File: config.mk
export PLATFORM = sky130hd
export DESIGN_NAME = period_meter
export DESIGN_NICKNAME = d
export VERILOG_FILES = /design/src/rtl/period_meter.sv
export SDC_FILE = /design/constraint.sdc
export NUM_CORES = 1
export LEC_CHECK = 0
export BUFFER_PORTS_ARGS = -buffer_cell sky130_fd_sc_hd__buf_2
export CAP_MARGIN = 20
export CORE_ASPECT_RATIO = 0.5
export CORE_MARGIN = 4
export CORE_UTILIZATION = 45
export CTS_BUF_LIST = sky130_fd_sc_hd__clkbuf_4
export CTS_CLUSTER_SIZE = 25
export DETAILED_ROUTE_END_ITERATION = 8
export PLACE_DENSITY = 0.73
export SYNTH_ARGS = -nofsm -noshare
export SYNTH_HDL_FRONTEND = slang
export SYNTH_SLANG_ARGS = --single-unit
File: constraint.sdc
create_clock -name clk -period 2.5 [get_ports clk]
set_input_delay 0.5 -clock clk [delete_from_list [all_inputs] [get_ports clk]]
set_output_delay 0.5 -clock clk [all_outputs]
set_load 0.01 [all_outputs]
File: src/rtl/period_meter.sv
// period_meter: measures high time, low time and period of a slow
// clk-synchronous signal, presenting each (high, low) pair on a
// valid/ready port. Counters saturate; a result that completes while
// the previous one is still unaccepted is dropped and flagged in overrun.
module period_meter #(
  parameter int WIDTH = 16
) (
  input  logic             clk,
  input  logic             rst,
  input  logic             en,
  input  logic             sig_in,
  output logic             out_valid,
  input  logic             out_ready,
  output logic [WIDTH-1:0] hi_len,
  output logic [WIDTH-1:0] lo_len,
  output logic [WIDTH:0]   period,
  output logic             sat,
  output logic             overrun
);

  typedef enum logic [1:0] {IDLE, WAIT_RISE, MEAS_HI, MEAS_LO} state_t;

  state_t           state_q, state_d;
  logic             s_q, s_d;
  logic [WIDTH-1:0] cnt_q, cnt_d;
  logic [WIDTH-1:0] hi_hold_q, hi_hold_d;
  logic             sat_acc_q, sat_acc_d;
  logic             out_valid_q, out_valid_d;
  logic [WIDTH-1:0] hi_len_q, hi_len_d;
  logic [WIDTH-1:0] lo_len_q, lo_len_d;
  logic [WIDTH:0]   period_q, period_d;
  logic             sat_q, sat_d;
  logic             overrun_q, overrun_d;

  logic             rise, fall, cnt_max, complete;
  logic [WIDTH-1:0] cnt_inc;

  // Next-state, counter and result/handshake logic.
  always_comb begin
    state_d     = state_q;
    s_d         = sig_in;
    cnt_d       = cnt_q;
    hi_hold_d   = hi_hold_q;
    sat_acc_d   = sat_acc_q;
    out_valid_d = out_valid_q;
    hi_len_d    = hi_len_q;
    lo_len_d    = lo_len_q;
    period_d    = period_q;
    sat_d       = sat_q;
    overrun_d   = overrun_q;
    complete    = 1'b0;

    rise    = sig_in & ~s_q;
    fall    = ~sig_in & s_q;
    cnt_max = (cnt_q == {WIDTH{1'b1}});
    // Counter holds at max instead of wrapping.
    cnt_inc = cnt_max ? cnt_q : cnt_q + WIDTH'(1);

    if (!en) begin
      state_d   = IDLE;
      cnt_d     = '0;
      sat_acc_d = 1'b0;
    end else begin
      unique case (state_q)
        IDLE: begin
          cnt_d   = '0;
          state_d = WAIT_RISE;
        end
        // Throw away the partial period in progress when enabled.
        WAIT_RISE: begin
          if (rise) begin
            cnt_d     = WIDTH'(1);
            sat_acc_d = 1'b0;
            state_d   = MEAS_HI;
          end
        end
        MEAS_HI: begin
          if (fall) begin
            hi_hold_d = cnt_q;
            cnt_d     = WIDTH'(1);
            state_d   = MEAS_LO;
          end else begin
            cnt_d = cnt_inc;
            if (cnt_max) sat_acc_d = 1'b1;
          end
        end
        MEAS_LO: begin
          // The completing rise is also cycle 1 of the next high phase.
          if (rise) begin
            complete  = 1'b1;
            cnt_d     = WIDTH'(1);
            sat_acc_d = 1'b0;
            state_d   = MEAS_HI;
          end else begin
            cnt_d = cnt_inc;
            if (cnt_max) sat_acc_d = 1'b1;
          end
        end
        default: state_d = IDLE;
      endcase
    end

    if (complete) begin
      if (!out_valid_q || out_ready) begin
        hi_len_d    = hi_hold_q;
        lo_len_d    = cnt_q;
        period_d    = {1'b0, hi_hold_q} + {1'b0, cnt_q};
        sat_d       = sat_acc_q;
        out_valid_d = 1'b1;
      end else begin
        overrun_d   = 1'b1;
      end
    end else if (out_valid_q && out_ready) begin
      out_valid_d = 1'b0;
    end
  end

  // State and result registers with synchronous reset.
  always_ff @(posedge clk) begin
    if (rst) begin
      state_q     <= IDLE;
      s_q         <= 1'b0;
      cnt_q       <= '0;
      hi_hold_q   <= '0;
      sat_acc_q   <= 1'b0;
      out_valid_q <= 1'b0;
      hi_len_q    <= '0;
      lo_len_q    <= '0;
      period_q    <= '0;
      sat_q       <= 1'b0;
      overrun_q   <= 1'b0;
    end else begin
      state_q     <= state_d;
      s_q         <= s_d;
      cnt_q       <= cnt_d;
      hi_hold_q   <= hi_hold_d;
      sat_acc_q   <= sat_acc_d;
      out_valid_q <= out_valid_d;
      hi_len_q    <= hi_len_d;
      lo_len_q    <= lo_len_d;
      period_q    <= period_d;
      sat_q       <= sat_d;
      overrun_q   <= overrun_d;
    end
  end

  assign out_valid = out_valid_q;
  assign hi_len    = hi_len_q;
  assign lo_len    = lo_len_q;
  assign period    = period_q;
  assign sat       = sat_q;
  assign overrun   = overrun_q;

endmodule
**Word level (Yosys, flattened, before mapping)**

Cells that the tools add are included.
W data, S select, Z words.

- Register bits after elaboration: 88
- Input bits: 5
- Output and inout bits: 52
- Logic and storage cells: 61

- $add $sub $neg: 2
- Mux-type cells: 19
- Equal/unequal tests: 9
- Reduce and logical (&&, ||, !) cells: 14
- Bitwise logic cells: 6

Operator list:

| cell | count |
|---|---|
| $mux W16 | 4 |
| $pmux W16 S4 | 1 |
| $add A16 B16 Y17 | 1 |
| $add A16 B1 Y16 const B | 1 |
| $eq A16 B16 Y1 const B | 1 |
| $mux W1 | 10 |
| $reduce_and A2 Y1 | 4 |
| $ne A2 B2 Y1 const B | 3 |
| $pmux W2 S3 | 1 |
| $reduce_and A3 Y1 | 2 |
| $eq A2 B2 Y1 const B | 2 |
| $mux W2 | 2 |
| $ne A2 B1 Y1 const B | 2 |
| $not A1 Y1 | 4 |
| $reduce_or A2 Y1 | 2 |
| $pmux W1 S3 | 1 |
| $reduce_bool A3 Y1 | 1 |
| $and A1 B1 Y1 | 2 |
| $eq A2 B1 Y1 const B | 1 |
| $logic_not A2 Y1 | 1 |
| $reduce_bool A2 Y1 | 1 |
| $logic_and A1 B1 Y1 | 1 |
| $logic_not A1 Y1 | 1 |
| $logic_or A1 B1 Y1 | 1 |

**Longest topological paths before layout**

Gate-level depths: netlist of run 1.

- Word-level depth: 7
- Mapped depth: 8
- Depth with buffers taken out: 7

**Worst setup path after synthesis of run 1**

OpenSTA, ideal clock, no wires.

- Kind: reg-to-reg
- Start: reg cnt_q[0]
- End: reg period_q[10], in the netlist period[10]
- Stages on the path, launching flop included: 8
- Data required time: 2414 ps
- Path buffers: 0
- Setup time: 86 ps
- Setup slack: 332 ps
- Period minus slack after synthesis: 2168 ps
- Arrival time: 2083 ps
- Path through: dfxtp_1 -> ha_1 -> fa_1 -> a21o_1 -> a31o_2 -> o311ai_0 -> xor2_1 -> a211oi_1

- Cells in the longest elaborated chain, start to end: 1

RTL lines:

| what | line | text |
|---|---|---|
| from (decl) | 25 | `logic [WIDTH-1:0] cnt_q, cnt_d;` |
| from (signal assigned) | 135 | `cnt_q <= cnt_d;` |
| $add A16 B16 Y17 | 107 | `period_d = {1'b0, hi_hold_q} + {1'b0, cnt_q};` |
| to (signal assigned) | 141 | `period_q <= period_d;` |
| to (decl) | 31 | `logic [WIDTH:0] period_q, period_d;` |

Every way passes these cells.
A chain may end at the register's enable or synchronous reset.

**Worst setup path after layout of run 1**

- Start: reg hi_hold_q[0]
- End: reg period_q[12], in the netlist period[12]

- Cells in the longest elaborated chain, start to end: 1

RTL lines:

| what | line | text |
|---|---|---|
| from (decl) | 26 | `logic [WIDTH-1:0] hi_hold_q, hi_hold_d;` |
| from (signal assigned) | 136 | `hi_hold_q <= hi_hold_d;` |
| $add A16 B16 Y17 | 107 |  |

Every way passes these cells.

==> results.md, run 1 <==
- Remaining max-slew budget at the tightest pin: 0.6098
- Via count of the first global-routing pass: around 3500
- Net switching power: between 500 and 600 uW
- Post-synth cell types: 64
- Endpoint arrival time on the critical path: between 2000 and 3000 ps
- Sequential-to-total area share from yosys stat: 0.4094
- Pins over their slew limit: 0
- Clock Latency Late Sink: about 450 ps
- Net count after synthesis: 530
- Worst hold margin: 328.6 ps
- Weighted congestion reported at the end of routability-driven placement: around 0.92
- IO Count: 57
- Hold wc startpoint: sig_in
- Area enclosed by the die boundary: 11290 um2
- Most used flip-flop cell after synthesis: dfxtp_1
- Initial antenna violation count: 0
- H-Tree Depth: 3
- Number of sinks driven by the clock tree: between 80 and 90
- Total wire length: 11110 um
- Crit. End Element: flip-flop
- Number of standard-cell rows in the floorplan: 24
- Worst-case clock buffer depth: 2
- Remaining antenna violation count: 0
- DRC violation total after the first TritonRoute iteration: a little under 600
- Logic depth of the worst register-to-register path: 7
- Post-CTS setup-driven buffer insertion count: 0
- DRC errors left: 0
- Number of endpoints with negative hold slack in the final report: 0
- Number of iterations in the first detailed-routing pass: 5
- CP max FO: 3
- Worst min-delay path category: primary input to flip-flop
- Non-Filler Cell Area, Final: just under 5000 um2
- Die width: 146.3 um
- Highest clock frequency the design can meet: 439.0 MHz
- Critical path start-end classification: flip-flop to flip-flop
- Power per cell area: 460.1 nW/um2
- Clock transition at the registers of the reported paths: 130 ps
- Unrepaired setup endpoints after global routing: false
- Syn-to-layout area delta: 13.20%
- Area of the core: 9009 um2
- Minimum clock period: 2278 ps
- Max capacitance violation total: 0
- R2R Path Start: hi_hold_q[0]
- Post-cts sizing count: 0
- Clock buffer count from CTS: 9
- Effective utilization at floorplan: 0.4776
- Vias per cell: roughly 5.7
- Total GRT Usage: 0.1969
- Worst clock skew: 17.69 ps
- Sequential fraction of design power: 0.628
- Grt total ovfl: 0
- Total power: 2.241 mW
- Total via count in the routed design: 3935
- Largest net degree at the start of global routing: 49
- Count of final setup violators: 0
- Summed negative setup slack over all endpoints: 0 ps
- Asr flop ratio synth: 0
- Placement-stage cell area: approximately 4700 um2
- Count of input and output buffers: 56
- Syn Area/Cell: 8.487 um2
- Utilization after layout: 0.5407
- Reg-to-reg endpoint: period[12]
- Root buffer cell: clkbuf_4
- Register bit total from synthesis: 88
- Yosys warning total: 0
- First-pass GRT wire length: 18200 um
- Ant diodes: 0
- Proportion of layout cells with a drive suffix above 1: 0.1863
- Hold Path End: s_q
- Estimated wirelength of the detail-placed design: 8181 um
- Post-layout nets: 588
- CTS tree: done
- Leak: 2.073 nW
- Worst hold path stage count: 2
- Netlist Area Pre-Place: 4303 um2
- Element type at the critical path start: flip-flop
- Wirelength per Cell: between 15 and 20 um
- Die Ht: 77.15 um
- Switch share: 0.2332
- R2r setup slk: between 200 and 250 ps
- IR drop worst, VDD: 210.6 uV
- Comb pwr share: 0.028
- Number of enable flip-flop cells after synthesis: 0
- Hold buffer count at CTS: 0
- Required time of the critical path: 2860 ps
- Fillcell total: 848
- Fraction of power consumed by the clock network: 0.343
- Final clock period utilization by the worst path: 0.9112
- Outcome: finished, final reports clean
- Number of cells produced by synthesis: 507
- Slew at the pin with the worst max-slew slack: 584.0 ps
- Internal Pwr Total: between 1.5 and 2 mW
## per-stage QoR
| stage | cells | setup WS, ps |
|---|---|---|
| 3_5_place_dp | 671 | 268.2 |
| 6_report | 686 | 222.1 |
| 4_1_cts | 686 | 223.9 |
| 5_1_grt | 686 | 42.57 |
| 2_1_floorplan | 507 | 331.7 |
| 3_3_place_gp | 671 | 283.5 |
## synth_stat cells (all sizes together) (4+ instances only)
library cell  instances  area (um2)
buf                  20       108.9
nor3b                11       87.58
o21ai                17       88.83
xnor2                 4       35.03
nor2                 33       123.9
nand2b                5       31.28
o211ai                7       52.55
or3                   6       37.54
ha                   17       212.7
nand3b                7       52.55
mux2i                14       140.1
nor2b                 6       37.54
a21oi                63       315.3
nor3                  8       56.31
clkbuf               10       37.54
nand2                93       349.1
xor2                  5       43.79
nand4                 4       46.29
a31oi                 9       56.30
a311oi                4       35.03
a211oi                8       60.06
and3                  8       60.06
nand3                15       75.07
dfxtp                88        1762
## sequential cells by signal, summed over array words and instances, names as in the netlist
register	cells
cnt_q	16
hi_hold_q	16
hi_len	16
lo_len	16
out_valid	1
overrun	1
period	17
s_q	1
sat	1
sat_acc_q	1
state_q	2
## area by class of cell
type / count / area, um2 / share of cell area
Multi-Input combinational cell: 387 / 2389 / 0.4904
Sequential cell: 88 / 1762 / 0.3617
Timing Repair Buffer: 77 / 437.9 / 0.08990
Tap cell: 117 / 146.4 / 0.03005
Clock buffer: 9 / 67.56 / 0.01387
Clock inverter: 6 / 61.31 / 0.01259
Inverter: 2 / 7.507 / 0.001541
## cells in the final DEF (no fill, tap or decap), drive strengths merged, types with 4 or more instances in the layout
cell type,count
nor3b,11
ha,17
o21ai,17
a211oi,8
a31oi,9
or3,6
and3,8
nand3,15
clkinv,5
nand2b,5
a21oi,63
o211ai,7
nand3b,7
buf,77
nor3,8
nor2b,6
dfxtp,88
nor2,33
clkbuf,9
a311oi,4
nand2,93
xor2,5
xnor2,4
mux2i,14
nand4,4
## worst max path at each step
stage            startpoint          to  slack [ps]
2_1_floorplan      cnt_q[0]  period[10]         330
3_3_place_gp       cnt_q[0]  period[10]         280
3_5_place_dp   hi_hold_q[0]  period[12]         270
4_1_cts        hi_hold_q[0]  period[12]         220
5_1_grt            cnt_q[0]  period[12]          40
6_report       hi_hold_q[0]  period[12]         220
## worst max-delay path, cell delays in order, from the launching register on
cell and delay (ps):
dfxtp_1 360, ha_1 230, fa_1 420, a21o_1 240
a311oi_1 390, o21a_1 220, o21ai_0 80, a311oi_1 250
## routing by layer
metal,track usage,part of all wire
met4,0.06004,0.015
met3,0.04653,0.078
met1,0.2912,0.50
met2,0.2812,0.40
met5,0,0
## power groups by stage
stage / clock network [mW] / registers (mW) / logic, mW
3_5_place_dp: 0 / 1.44 / 0.0622
5_1_grt: 0.858 / 1.41 / 0.0690
6_report: 0.770 / 1.41 / 0.0630
3_3_place_gp: 0 / 1.44 / 0.0619
2_1_floorplan: 0 / 1.44 / 0.0451
4_1_cts: 0.805 / 1.41 / 0.0623
## logic make-up (layout without fill, tap and decap cells)
logic type | after synthesis | in the layout | synth area share
simple gates | 208 | 208 | 0.2469
compound gates | 138 | 138 | 0.2030
flops | 88 | 88 | 0.4094
buf+inv | 32 | 94 | 0.03577
fa+ha+maj | 18 | 18 | 0.05408
mux | 14 | 14 | 0.03257
xor+xnor | 9 | 9 | 0.01832
No activity file was read; power rests on OpenSTA's default activity.
==> run 2, diff against run 1 <==
--- a/config.mk
+++ b/config.mk
@@ -7,7 +7,7 @@
 export LEC_CHECK = 0
 export BUFFER_PORTS_ARGS = -buffer_cell sky130_fd_sc_hd__buf_2
 export CAP_MARGIN = 20
-export CORE_ASPECT_RATIO = 0.5
+export CORE_ASPECT_RATIO = 1.4
 export CORE_MARGIN = 4
 export CORE_UTILIZATION = 45
 export CTS_BUF_LIST = sky130_fd_sc_hd__clkbuf_4
==> results.md, run 2 (synthesized netlist as in run 1, its figures left out) <==
- Outcome: finished, final reports clean
- Met2 Resource Use GR: 0.3624 (+0.08118)
- Die Ht: 123.7 um (+60%)
- Max reg flops: 17 (unchanged)
- First-pass GRT wire length: 17830 um (-2.0%)
- Clock transition at the registers of the reported paths: 150 ps (+20 ps)
- Worst-case clock buffer depth: 2 (unchanged)
- DRC violation total after the first TritonRoute iteration: 186 (-68%)
- Wirelength per Cell: 15.85 um (-2.1%)
- Most used cells in the layout excluding fill and tap cells: nand2_1, dfxtp_1, a21oi_1
- Endpoint arrival time on the critical path: 2760 ps (+120 ps)
- Total via count in the routed design: 3947 (+0.30%)
- CTS tree: done
- Clock Latency Late Sink: 480 ps (+30 ps)
- Remaining antenna violation count: 0 (unchanged)
- Required time of the critical path: 2880 ps (+20 ps)
- Proportion of layout cells with a drive suffix above 1: 0.1920 (+0.005680)
- Power per cell area: 460.5 nW/um2 (about the same)
- Worst hold path stage count: 2 (unchanged)
- Highest clock frequency the design can meet: 420.7 MHz (-4.2%)
- Grt total ovfl: 0 (unchanged)
- Crit. End Element: flip-flop
- Largest net degree at the start of global routing: 32 (-35%)
- Via count of the first global-routing pass: 3882 (+9.7%)
- Leading cell type in the layout, fill and taps excluded: nand2_1
- Element type at the critical path start: flip-flop
- Cell Chain, Critical Path: ha_1 > fa_1 > a21o_1 > a311oi_1 > buf_4 > o21a_1 > o21ai_0 > a311oi_1
- IO Count: 57 (unchanged)
- Slew at the pin with the worst max-slew slack: 629.1 ps (+45.09 ps)
- Logic depth of the worst register-to-register path: 8 (+1)
- Estimated wirelength of the detail-placed design: 8265 um (+1.0%)
- Summed negative setup slack over all endpoints: 0 ps (unchanged)
- Die width: 90.65 um (-38%)
- Number of sinks driven by the clock tree: 88 (unchanged)
- Count of input and output buffers: 56 (unchanged)
- Final Non-Filler Cells: 683 (-0.44%)
- Maximum single-stage delay on the critical path: 420 ps (about the same)
- Worst clock skew: 18.87 ps (+1.181 ps)
- Unrepaired setup endpoints after global routing: false
- Post-CTS setup-driven buffer insertion count: 0 (unchanged)
- Total wire length: 10820 um (-2.5%)
- Leak: 2.092 nW (+0.91%)
- Count of final setup violators: 0 (unchanged)
- IR drop worst, VDD: 206.8 uV (-1.8%)
- Routing usage on met1: 0.2148 (-0.07642)
- Number of standard-cell rows in the floorplan: 42 (+75%)
- Vias per cell: 5.779 (+0.75%)
- Post-layout nets: 591 (+0.51%)
- Number of endpoints with negative hold slack in the final report: 0 (unchanged)
- DRC errors left: 0 (unchanged)
- Met3 Use GR: 0.03625 (-0.01027)
- Cell with the largest stage delay on the worst path: fa_1
- Cell occurring most often along the worst timing path: a311oi_1
- Pins over their slew limit: 0 (unchanged)
- Initial antenna violation count: 0 (unchanged)
- Worst min-delay path category: primary input to flip-flop
- Ant diodes: 0 (unchanged)
- Critical path start-end classification: flip-flop to flip-flop
- CP max FO: 3 (unchanged)
- Weighted congestion reported at the end of routability-driven placement: 0.9015 (-1.5%)
- Final clock period utilization by the worst path: 0.9509 (+0.03975)
- Fillcell total: 903 (+6.5%)
- DP Cell Count: 667 (-0.60%)
- H-Tree Depth: 3 (unchanged)
- Remaining max-slew budget at the tightest pin: 0.5797 (-0.03012)
- Minimum clock period: 2377 ps (+99.36 ps)
- Clock buffer count from CTS: 9 (unchanged)
- Max capacitance violation total: 0 (unchanged)
- Utilization after layout: 0.5192 (-0.02154)
- Total GRT Usage: 0.1965 (-0.0004206)
- Syn-to-layout area delta: 13.49%
- Root buffer cell: clkbuf_4
- Area enclosed by the die boundary: 11210 um2 (-0.64%)
- Effective utilization at floorplan: 0.4574 (-0.02020)
- Busiest layer in global routing: met2
- Area of the core: 9407 um2 (+4.4%)
- Number of iterations in the first detailed-routing pass: 5 (unchanged)
## run 2: changes by cell type in the layout (fill, tap and decap cells not counted)
cell,before,now
clkinv_1,1,0
inv_8,0,2
bufinv_16,1,0
inv_6,0,2
o311ai_1,0,1
and4_2,1,0
clkinvlp_4,0,1
and4_1,0,1
buf_4,21,24
clkinv_4,2,1
clkinv_2,2,1
o311ai_0,1,0
## run 2: cell type report
cell class                 count  area [um2]  share of cell area
multi-input combinational    387        2387              0.4889
timing repair buffer          80       460.4             0.09429
sequential                    88        1762              0.3607
clock inverter                 7       61.31             0.01255
tap                          110       137.6             0.02818
inverter                       2       7.507            0.001537
clock buffer                   9       67.56             0.01384
## run 2: path summary, 6_finish.rpt
path | startpoint | end | slack (ps)
max reg2reg | hi_hold_q[0] | period[12] | 120
min | sig_in | s_q | 300
max | hi_hold_q[0] | period[12] | 120
min reg2reg | period[7] | period[7] | 460
## run 2: repair_timing
| action | CTS | global route |
|---|---|---|
| endpoints found under the hold margin | 0 | 0 |
| resized for setup | 0 | 1 |
| endpoints found under the setup margin | 0 | 1 |
| hold buffers | 0 | 0 |
## run 2: power by group
| part | switching [mW] | leakage (nW) | total (mW) | internal, mW |
|---|---|---|---|---|
| Clock | 0.549 | 0.0707 | 0.774 | 0.225 |
| Combinational | 0.0460 | 1.31 | 0.0656 | 0.0196 |
| Sequential | 0.00331 | 0.709 | 1.41 | 1.41 |
## run 2: layer usage
metal | share of wire | up-vias
met3 | 0.048 | 27
li1 | - | 1957
met2 | 0.52 | 103
met1 | 0.40 | 1860
met4 | 0.029 | 0
met5 | 0 | -
## run 2: worst max-delay path, delay by kind of cell, from the launching register on
family,cells,cell delay [ps]
AOI/OAI and AO/OA,5,1090
adders and majority gates,2,650
buffers and inverters,1,180
DFF,1,370
## run 2: metrics by stage
step / cell area, um2 / power (mW) / hold slack, ps / setup slack (ps)
4_1_cts: 4883 / 2.264 / 277.5 / 175.4
6_report: 4883 / 2.249 / 297.1 / 122.7
3_3_place_gp: 4755 / 1.503 / 441.7 / 322.0
3_5_place_dp: 4755 / 1.505 / 446.5 / 234.9
2_1_floorplan: 4303 / 1.484 / 431.6 / 331.7
5_1_grt: 4883 / 2.325 / 307.2 / 40.48
==> run 3, diff against run 2 <==
--- a/config.mk
+++ b/config.mk
@@ -13,7 +13,7 @@
 export CTS_BUF_LIST = sky130_fd_sc_hd__clkbuf_4
 export CTS_CLUSTER_SIZE = 25
 export DETAILED_ROUTE_END_ITERATION = 8
-export PLACE_DENSITY = 0.73
+export PLACE_DENSITY = 0.66
 export SYNTH_ARGS = -nofsm -noshare
 export SYNTH_HDL_FRONTEND = slang
 export SYNTH_SLANG_ARGS = --single-unit
==> results.md, run 3 (synthesized netlist as in run 1, its figures left out) <==
- Die Ht: 123.7 um (unchanged)
- Via count of the first global-routing pass: 3718 (-4.2%)
- Cell with the largest stage delay on the worst path: a311oi_1
- Hold buffer count at CTS: 0 (unchanged)
- Post-CTS setup-driven buffer insertion count: 0 (unchanged)
- Proportion of layout cells with a drive suffix above 1: 0.1877 (-0.004253)
- Worst-case clock buffer depth: 2 (unchanged)
- Slew at the pin with the worst max-slew slack: 570.2 ps (-58.91 ps)
- Max capacitance violation total: 0 (unchanged)
- Total GRT Usage: 0.1988 (+0.002306)
- Pins over their slew limit: 0 (unchanged)
- Final Non-Filler Cells: 681 (-0.29%)
- Summed negative setup slack over all endpoints: 0 ps (unchanged)
- Final clock period utilization by the worst path: 0.9438 (-0.007138)
- Clock buffer count from CTS: 9 (unchanged)
- Leak: 2.077 nW (-0.71%)
- Number of iterations in the first detailed-routing pass: 4 (-1)
- Total wire length: 10790 um (-0.34%)
- Pre-CTS setup slack: 195.3 ps (-39.57 ps)
- DP Cell Count: 664 (-0.45%)
- CP max FO: 3 (unchanged)
- Required time of the critical path: 2860 ps (-20 ps)
- Total via count in the routed design: 3835 (-2.8%)
- Worst clock skew: 20.74 ps (+1.873 ps)
- Weighted congestion reported at the end of routability-driven placement: 0.9227 (+2.4%)
- Area of the core: 9407 um2 (unchanged)
- Critical path start-end classification: flip-flop to flip-flop
- Endpoint arrival time on the critical path: 2720 ps (-40 ps)
- Outcome: finished, final reports clean
- CTS tree: done
- Cell Chain, Critical Path: ha_1 > fa_1 > a21o_1 > a311oi_1 > o21a_1 > o21ai_0 > a311oi_1
- Minimum clock period: 2359 ps (-17.84 ps)
- Highest clock frequency the design can meet: 423.8 MHz (+0.76%)
- Power per cell area: 465.2 nW/um2 (+1.0%)
- Cell occurring most often along the worst timing path: a311oi_1
- DRC errors left: 0 (unchanged)
- IR drop worst, VDD: 214.4 uV (+3.7%)
- H-Tree Depth: 3 (unchanged)
- Most used cells in the layout excluding fill and tap cells: nand2_1, dfxtp_1, a21oi_1
- Grt total ovfl: 0 (unchanged)
- Max reg flops: 17 (unchanged)
- Worst min-delay path category: primary input to flip-flop
- First-pass GRT wire length: 17990 um (+0.89%)
- IO Count: 57 (unchanged)
- Leading cell type in the layout, fill and taps excluded: nand2_1
- Remaining max-slew budget at the tightest pin: 0.6191 (+0.03936)
- Number of standard-cell rows in the floorplan: 42 (unchanged)
- Post-layout nets: 588 (-0.51%)
- DRC violation total after the first TritonRoute iteration: 193 (+3.8%)
- Vias per cell: 5.631 (-2.6%)
- Final worst slack: 140.6 ps (+17.85 ps)
- Number of sinks driven by the clock tree: 88 (unchanged)
- Remaining antenna violation count: 0 (unchanged)
- Clock Latency Late Sink: 450 ps (-30 ps)
- Crit. End Element: flip-flop
- Number of endpoints with negative hold slack in the final report: 0 (unchanged)
- Maximum single-stage delay on the critical path: 480 ps (+60 ps)
- Die width: 90.65 um (unchanged)
- Area enclosed by the die boundary: 11210 um2 (unchanged)
- Syn-to-layout area delta: 14.16%
- Element type at the critical path start: flip-flop
- Count of input and output buffers: 56 (unchanged)
- Largest net degree at the start of global routing: 74 (+130%)
- Unrepaired setup endpoints after global routing: false
- Wirelength per Cell: 15.84 um (about the same)
- Root buffer cell: clkbuf_4
- Utilization after layout: 0.5222 (+0.003059)
- Count of final setup violators: 0 (unchanged)
- Effective utilization at floorplan: 0.4574 (unchanged)
- Clock transition at the registers of the reported paths: 150 ps (about the same)
- Estimated wirelength of the detail-placed design: 8169 um (-1.2%)
- Post-cts sizing count: 0 (unchanged)
- Initial antenna violation count: 1 (+1)
==> run 3: cell types whose count changed in the layout (fill, tap and decap cells not counted) <==
cell,previous run,this run
o311ai_0,0,1
buf_12,0,3
diode_2,0,1
bufinv_16,0,1
clkinv_1,0,1
and4_1,1,0
buf_4,24,18
o311ai_1,1,0
clkinvlp_4,1,2
and4_2,0,1
inv_8,2,0
inv_6,2,1
==> run 3: final cells by class <==
| type | instances | area [um2] |
|---|---|---|
| Fill cell | 896 | 4494 |
| Multi-Input combinational cell | 387 | 2389 |
| Sequential cell | 88 | 1762 |
| Timing Repair Buffer | 77 | 475.5 |
| Tap cell | 110 | 137.6 |
| Clock inverter | 7 | 71.32 |
| Clock buffer | 9 | 67.56 |
| Inverter | 2 | 7.507 |
| Antenna cell | 1 | 2.502 |
==> run 3: final timing paths <==
check                           slack (ps)    endpoint         start  depth (start not counted)
worst max-delay path                   140  period[12]  hi_hold_q[0]                          7
worst max register to register         140  period[12]  hi_hold_q[0]                          7
worst min-delay path                   340   period[0]           rst                          2
worst min register to register         460   lo_len[8]     lo_len[8]                          2
==> run 3: metrics by stage <==
stage          hold WS, ps  total power [mW]  instance area, um2
3_3_place_gp         438.2             1.505                4771
5_1_grt              324.7             2.377                4912
6_report             340.7             2.285                4912
2_1_floorplan        431.6             1.484                4303
3_5_place_dp         444.2             1.507                4771
4_1_cts              320.3             2.312                4910
==> run 3: routing by layer <==
layer,part of all wire,GRT usage,vias to the layer above
met5,0,0,-
met4,0.022,0.09100,0
met3,0.041,0.02961,21
met2,0.52,0.3559,88
met1,0.42,0.2355,1782
li1,-,-,1944
==> run 3: critical path, delay by kind of cell, from the launching register on <==
kind / cells / cell delay (ps)
DFF: 1 / 360
adders and majority gates: 2 / 650
AOI/OAI and AO/OA: 5 / 1290
==> run 3: power by group <==
part,leakage (nW),switching (mW),internal [mW]
Combinational,1.30,0.0460,0.0208
Sequential,0.709,0.00362,1.41
Clock,0.0700,0.505,0.305
Total,2.08,0.554,1.73
